### config.mk
export PLATFORM = sky130hd
export DESIGN_NAME = stage3_ifetch_prefetch_buffer
export DESIGN_NICKNAME = d
export VERILOG_FILES = /design/src/rtl/stage3_ifetch_prefetch_buffer.sv
export SDC_FILE = /design/constraint.sdc
export NUM_CORES = 1
export LEC_CHECK = 0
export CORE_ASPECT_RATIO = 0.5
export CORE_MARGIN = 4
export CORE_UTILIZATION = 56
export DETAILED_ROUTE_END_ITERATION = 8
export GPL_TIMING_DRIVEN = 0
export PLACE_DENSITY = 0.82
export SKIP_LAST_GASP = 1
export SYNTH_ARGS = -nofsm -noshare
export SYNTH_HDL_FRONTEND = slang
export SYNTH_SLANG_ARGS = --single-unit
### constraint.sdc
create_clock -name CLK -period 6.6 [get_ports CLK]
set_clock_uncertainty 0.1 [all_clocks]
set_input_delay 0.66 -clock CLK [delete_from_list [all_inputs] [get_ports CLK]]
set_output_delay 0.66 -clock CLK [all_outputs]
set_load 0.01 [all_outputs]
### src/rtl/stage3_ifetch_prefetch_buffer.sv
// Sequential fetch prefetch queue: one outstanding word read, DEPTH-entry queue, redirect flushes and drops in-flight data.
// Latency: queue-head hit in the request cycle, empty-queue miss in memory latency. Backpressure: fetch waits on f_busy; prefetch stops when full.
module stage3_ifetch_prefetch_buffer #(
    parameter int          DEPTH    = 4,
    parameter logic [31:0] RESET_PC = 32'h80000000
) (
    input  logic                         CLK,
    input  logic                         RST,
    input  logic                         f_ren,
    input  logic [31:0]                  f_addr,
    output logic [31:0]                  f_rdata,
    output logic                         f_busy,
    input  logic                         redirect,
    input  logic [31:0]                  redirect_addr,
    output logic [31:0]                  m_addr,
    output logic                         m_ren,
    input  logic [31:0]                  m_rdata,
    input  logic                         m_busy,
    output logic [$clog2(DEPTH+1)-1:0]   q_count
);

    localparam int AW = $clog2(DEPTH);
    localparam int CW = $clog2(DEPTH + 1);
    localparam logic [CW-1:0] FULL = CW'(DEPTH);

    typedef enum logic {S_REQ, S_DISCARD} state_t;

    state_t        state;
    logic [31:0]   pf_addr;
    logic [31:0]   disc_addr;
    logic [AW-1:0] rd_ptr;
    logic [AW-1:0] wr_ptr;
    logic [29:0]   q_tag [DEPTH];
    logic [31:0]   q_dat [DEPTH];

    logic in_req, q_empty, head_match, hit, mem_req, mem_done;
    logic bypass, iflush, flush, push;
    logic unused_ok;

    assign unused_ok = ^{f_addr[1:0], redirect_addr[1:0]};

    assign in_req     = (state == S_REQ);
    assign q_empty    = (q_count == '0);
    assign head_match = (q_tag[rd_ptr] == f_addr[31:2]);
    assign hit        = f_ren & ~q_empty & head_match & ~redirect;
    // A pop frees a slot this cycle, so a full queue may still issue alongside it.
    assign mem_req    = in_req ? ((q_count != FULL) | hit) : 1'b1;
    assign mem_done   = mem_req & ~m_busy;
    assign bypass     = f_ren & q_empty & in_req & mem_done & ~redirect
                      & (pf_addr[31:2] == f_addr[31:2]);
    // An empty-queue mismatch waits for any access in flight rather than abandoning it.
    assign iflush     = f_ren & in_req & ~redirect
                      & (q_empty ? (~m_busy & (pf_addr[31:2] != f_addr[31:2])) : ~head_match);
    assign flush      = redirect | iflush;
    assign push       = in_req & mem_done & ~flush & ~bypass;

    assign m_ren   = ~RST & mem_req;
    assign m_addr  = in_req ? pf_addr : disc_addr;
    assign f_busy  = RST | ~(hit | bypass);
    assign f_rdata = RST    ? 32'h0 :
                     hit    ? q_dat[rd_ptr] :
                     bypass ? m_rdata : 32'h0;

    always_ff @(posedge CLK or posedge RST) begin
        if (RST) begin
            state     <= S_REQ;
            pf_addr   <= RESET_PC;
            disc_addr <= RESET_PC;
            rd_ptr    <= '0;
            wr_ptr    <= '0;
            q_count   <= '0;
        end else if (flush) begin
            state     <= (mem_req & m_busy) ? S_DISCARD : S_REQ;
            disc_addr <= m_addr;
            pf_addr   <= redirect ? {redirect_addr[31:2], 2'b00} : {f_addr[31:2], 2'b00};
            rd_ptr    <= '0;
            wr_ptr    <= '0;
            q_count   <= '0;
        end else if (!in_req) begin
            if (!m_busy) begin
                state <= S_REQ;
            end
        end else begin
            if (push) begin
                wr_ptr <= wr_ptr + AW'(1);
            end
            if (hit) begin
                rd_ptr <= rd_ptr + AW'(1);
            end
            q_count <= q_count + CW'(push) - CW'(hit);
            if (mem_done) begin
                pf_addr <= pf_addr + 32'd4;
            end
        end
    end

    always_ff @(posedge CLK) begin
        if (push) begin
            q_tag[wr_ptr] <= pf_addr[31:2];
            q_dat[wr_ptr] <= m_rdata;
        end
    end

endmodule
==> reports/results.env <==
SWITCHINGPOWER_mW=1.13
ANTENNA_CELLS_INSERTED=0
GLOBALROUTEOVERFLOWTOTAL=0
CP_DATA_REQUIRED_TIME_NS=5.84
BIGGEST_FANOUT_ALONG_THE_WORST_TIMING_PATH=10
CAP_VIOLATIONS=0
DETAILED_ROUTE_VIAS_PER_INSTANCE=6.05
REPORT.FINAL.HOLD_VIOL_COUNT=0
WORST_IR_DROP_VDD_mV=0.163
DIE_AREA_SQ_MM=0.0284
CTS_HTREE_LEVELS=1
GRT_PASS1_VIAS=9227
POST-ROUTE-PERIOD-UTIL_PCT=86.0
LAYOUT.CELL_AREA.NON_FILLER_SQ_MM=0.0175
POSTCTSRESIZEDCELLS=0
UNREPAIRED_SETUP_ENDPOINTS_AFTER_GLOBAL_ROUTING='false'
WORST_HOLD_PATH.ENDPOINT='disc_addr[0]'
R2R.WORST_PATH.CELLS=21
MULTIINPUTGATEAREA_SQ_MM=0.00487
TIMING.FINAL.SETUP_VIOLATIONS=0
MAX_CLOCK_FREQ_GHz=0.176
CRITICAL_PATH.STARTPOINT_TYPE='flip-flop'
NUMBER_OF_NETS_IN_THE_FINISHED_DESIGN=1214
CORE-AREA_SQ_MM=0.0252
STANDARD_CELL_ROW_COUNT=41
SYNTH.NET_COUNT=1015
TOTALPOWERFINAL_mW=4.69
CELLLEAKAGEPOWER_nW=5.64
SETUP.WORST_PATH.END_CLASS='output pin'
SYN_AVG_CELL_AREA_SQ_UM=15.9
SYNTH-SEQ-AREA-SHARE_PCT=64.1
YOSYSWARNINGCOUNT=0
DRIVE_GT1_SHARE_PCT=15.2
SYNTH-SEQ-CELLS=318
DIE_WIDTH_MICRONS=234
DIE_HEIGHT_MICRONS=121
NUMBER_OF_BUFFERS_INSERTED_DURING_CLOCK_TREE_SYNTHESIS=28
FINAL.FILL_COUNT=1643
WORST_HOLD_STARTPOINT='disc_addr[0]'
TIMING.SETUP.CRITICAL_PATH_CLASS='flip-flop to output pin'
FIRST_ITER_VIOLATIONS=858
DR_TOTAL_VIAS=8898
ROUTABILITYCONGESTION=0.924
ROOT_BUFFER='sky130_fd_sc_hd__clkbuf_16'
GRT_ANTENNA_BEFORE_REPAIR=0
WORST_SLEW_MARGIN_REL_PCT=39.3
R2R_SLACK_NS=1.05
SYNTH_TOP_CELLS_BY_AREA='sky130_fd_sc_hd__edfxtp_1 (52%), sky130_fd_sc_hd__dfrtp_1 (12%), sky130_fd_sc_hd__mux4_2 (9.7%)'
HOLD-PATH-CELL-COUNT=1
WORST_SKEW_PAIR_LATER_PIN_LATENCY_NS=0.57
CTS_TREE='built'
ROUTE.ANTENNA.REMAINING_NETS=0
DETAIL_ROUTE.DRC_VIOLATIONS=0
PLACE_AREA_SQ_MM=0.0166
DETAIL_ROUTE.WL_PER_CELL_MICRONS=24.3
WORST_R2R_STARTPOINT='rd_ptr[1]'
START_UTIL_PCT=56.9
SEQ_POWER_SHARE_PCT=51.8
YOSYS.CELL_TYPES.COUNT=47
BUFFER_PORTS.INSERTED=164
GRT_TOTAL_USAGE_PCT=25.6
HOLDBUFCOUNTCTS=0
SHARE_COMB_OF_TOTAL_POWER_PCT=13.0
PLACE.DETAILED.HPWL_MICRONS=24300
POWER.DENSITY_mW_PER_MM2=268
SYN-CELL-AREA_SQ_MM=0.0144
FIRSTDRTPASSITERS=6
CLKPWRFRAC_PCT=35.2
REGISTER_AREA_SQ_MM=0.00920
AREAGROWTHSYNTHTOFINISH_PCT=21.8
SYNTH_TOP_CELL_BY_AREA='sky130_fd_sc_hd__edfxtp_1'
FINAL_CRITICAL_PATH_TIME_INCLUDING_I_O_DELAYS_AND_SETUP_NS=5.68
INTERNAL-POWER_mW=3.56
R2R_END='q_count[2]'
WORSTMARGINPINSLEW_NS=0.911
WIRE_LENGTH_OF_THE_FIRST_GLOBAL_ROUTING_PASS_MICRONS=54400
HOLD_PATH_CLASS='flip-flop to flip-flop'
CLKSLEWWORSTSETUPHOLDPATHS_NS=0.07
SLEW_VIOLATIONS=0
WORST_EP_ARRIVAL_TIME_NS=4.92
POST_CTS_BUFFERS=0
CTS.SINKS=318
POSTLAYOUTCOREUTIL_PCT=69.3
WIRELENGTH_MICRONS=35800
NETLIST.AREA_LEADER.SHARE_PCT=51.9
PIN_COUNT_OF_THE_BIGGEST_NET_ENTERING_GLOBAL_ROUTING=51
SWITCHING_PORTION_OF_TOTAL_POWER_PCT=24.2
POSTSYNTHCELLCOUNT=906
COUNT_OF_BOUNDARY_I_O_PINS=170
CTS_BUFFER_DEPTH=3
OUTCOME='finished, final reports clean'
-- power groups by stage --
stage	logic, mW	registers, mW	clock network (mW)
floorplan	0.331	2.43	0
global placement	0.583	2.46	0
detailed placement	0.605	2.47	0
CTS	0.610	2.43	1.67
global route	0.654	2.44	1.76
finish	0.608	2.43	1.65
-- state kept, by name, summed over array words and instances (netlist names) --
name       flops
disc_addr     32
pf_addr       30
q_count        3
q_dat        128
q_tag        120
rd_ptr         2
state          1
wr_ptr         2
-- critical path, stage by stage, from the launching register on --
cell	delay, ns
sky130_fd_sc_hd__dfrtp_1	0.33
sky130_fd_sc_hd__buf_2	0.32
sky130_fd_sc_hd__clkbuf_1	0.72
sky130_fd_sc_hd__mux4_2	0.45
sky130_fd_sc_hd__xnor2_1	0.18
sky130_fd_sc_hd__nand4_1	0.15
sky130_fd_sc_hd__nor4_1	0.43
sky130_fd_sc_hd__and4_1	0.24
sky130_fd_sc_hd__buf_2	0.28
sky130_fd_sc_hd__buf_2	0.38
sky130_fd_sc_hd__mux2i_1	0.29
sky130_fd_sc_hd__nor2_1	0.07
sky130_fd_sc_hd__clkdlybuf4s50_1	0.50
-- cells in the mapped netlist, drive strengths merged --
master,instances
nand3,14
dfstp,2
or2,2
nand2,17
fa,1
nor2b,32
buf,25
nor3,5
edfxtp,248
xor2,12
o21ai,10
a2111oi,6
nand4,21
clkbuf,29
or3,2
a21oi,47
o21a,2
xnor2,81
a41oi,1
nor4b,1
nand3b,1
mux2i,35
dfrtp,68
nor2,40
nor4,4
ha,7
or4,1
o211a,1
a21boi,1
and3,12
and4,2
a21o,1
inv,14
mux4,62
and2,7
mux2,56
a211oi,36
-- cell families after synthesis --
family | count (synthesis) | synth area share, %
xor gates and xnor gates | 93 | 5.67
buffers and inverters | 68 | 2.19
and+or+nand+nor | 161 | 5.96
DFF | 318 | 64.1
muxes | 153 | 16.6
adders and majority gates | 8 | 0.749
AOI/OAI and AO/OA | 105 | 4.82
-- final cells by class --
type	instances	share of cell area, %
sequential	318	52.6
multi-input combinational	520	27.8
timing repair buffer	169	10.1
clock buffer	38	4.33
tap	344	2.46
buffer	54	1.49
clock inverter	14	0.915
inverter	14	0.315
-- layer usage --
metal  GRT usage, %  vias to the layer above  part of all wire, %
met3           5.00                       78                  7.3
met5              0                        -                    0
met1           34.9                     4551                   40
met4           7.63                        0                  3.1
met2           42.4                      390                   49
li1               -                     3879                    -
-- stage by stage --
| step | cells | hold slack (ns) | setup WS [ns] | TNS [ns] |
|---|---|---|---|---|
| finish | 1471 | 0.378 | 0.924 | 0 |
| global placement | 1414 | 0.363 | -0.124 | -25.51 |
| floorplan | 906 | 0.349 | 2.05 | 0 |
| detailed placement | 1419 | 0.368 | 1.22 | 0 |
| CTS | 1471 | 0.382 | 1.04 | 0 |
| global route | 1471 | 0.401 | 0.687 | 0 |
-- how the worst max path moves through the flow --
stage                          from      endpoint  depth (start not counted)
after global placement    rd_ptr[1]  q_tag[0][15]                         11
after global routing      rd_ptr[1]    f_rdata[2]                         12
final                     rd_ptr[1]    f_rdata[3]                         12
after floorplan           rd_ptr[1]   q_dat[0][0]                         11
after detailed placement  rd_ptr[1]    q_count[2]                         21
after CTS                 rd_ptr[1]    f_rdata[3]                         12
-- layout by cell type, fill, tap and decap left out, types with 3 or more instances in the layout --
| cell type | Yosys | final |
|---|---|---|
| sky130_fd_sc_hd__a2111oi_1 | 3 | 3 |
| sky130_fd_sc_hd__a211oi_1 | 36 | 36 |
| sky130_fd_sc_hd__a21oi_1 | 44 | 44 |
| sky130_fd_sc_hd__a21oi_2 | 3 | 3 |
| sky130_fd_sc_hd__and2_1 | 7 | 7 |
| sky130_fd_sc_hd__and3_1 | 12 | 8 |
| sky130_fd_sc_hd__and3_4 | 0 | 4 |
| sky130_fd_sc_hd__buf_1 | 6 | 6 |
| sky130_fd_sc_hd__buf_12 | 1 | 3 |
| sky130_fd_sc_hd__buf_16 | 0 | 3 |
| sky130_fd_sc_hd__buf_2 | 13 | 13 |
| sky130_fd_sc_hd__buf_4 | 3 | 3 |
| sky130_fd_sc_hd__bufinv_16 | 0 | 3 |
| sky130_fd_sc_hd__clkbuf_1 | 29 | 37 |
| sky130_fd_sc_hd__clkbuf_16 | 0 | 28 |
| sky130_fd_sc_hd__clkdlybuf4s50_1 | 0 | 164 |
| sky130_fd_sc_hd__clkinv_1 | 0 | 3 |
| sky130_fd_sc_hd__clkinv_2 | 0 | 4 |
| sky130_fd_sc_hd__clkinvlp_4 | 0 | 3 |
| sky130_fd_sc_hd__dfrtp_1 | 68 | 68 |
| sky130_fd_sc_hd__edfxtp_1 | 248 | 248 |
| sky130_fd_sc_hd__ha_1 | 7 | 7 |
| sky130_fd_sc_hd__inv_1 | 14 | 13 |
| sky130_fd_sc_hd__mux2_1 | 30 | 30 |
| sky130_fd_sc_hd__mux2_2 | 26 | 26 |
| sky130_fd_sc_hd__mux2i_1 | 35 | 35 |
| sky130_fd_sc_hd__mux4_2 | 62 | 62 |
| sky130_fd_sc_hd__nand2_1 | 17 | 17 |
| sky130_fd_sc_hd__nand3_1 | 14 | 14 |
| sky130_fd_sc_hd__nand4_1 | 21 | 21 |
| sky130_fd_sc_hd__nor2_1 | 38 | 38 |
| sky130_fd_sc_hd__nor2b_1 | 32 | 32 |
| sky130_fd_sc_hd__nor3_1 | 5 | 5 |
| sky130_fd_sc_hd__nor4_1 | 4 | 4 |
| sky130_fd_sc_hd__o21ai_0 | 9 | 9 |
| sky130_fd_sc_hd__xnor2_1 | 81 | 81 |
| sky130_fd_sc_hd__xor2_1 | 12 | 12 |
No activity file was read; power rests on OpenSTA's default activity.
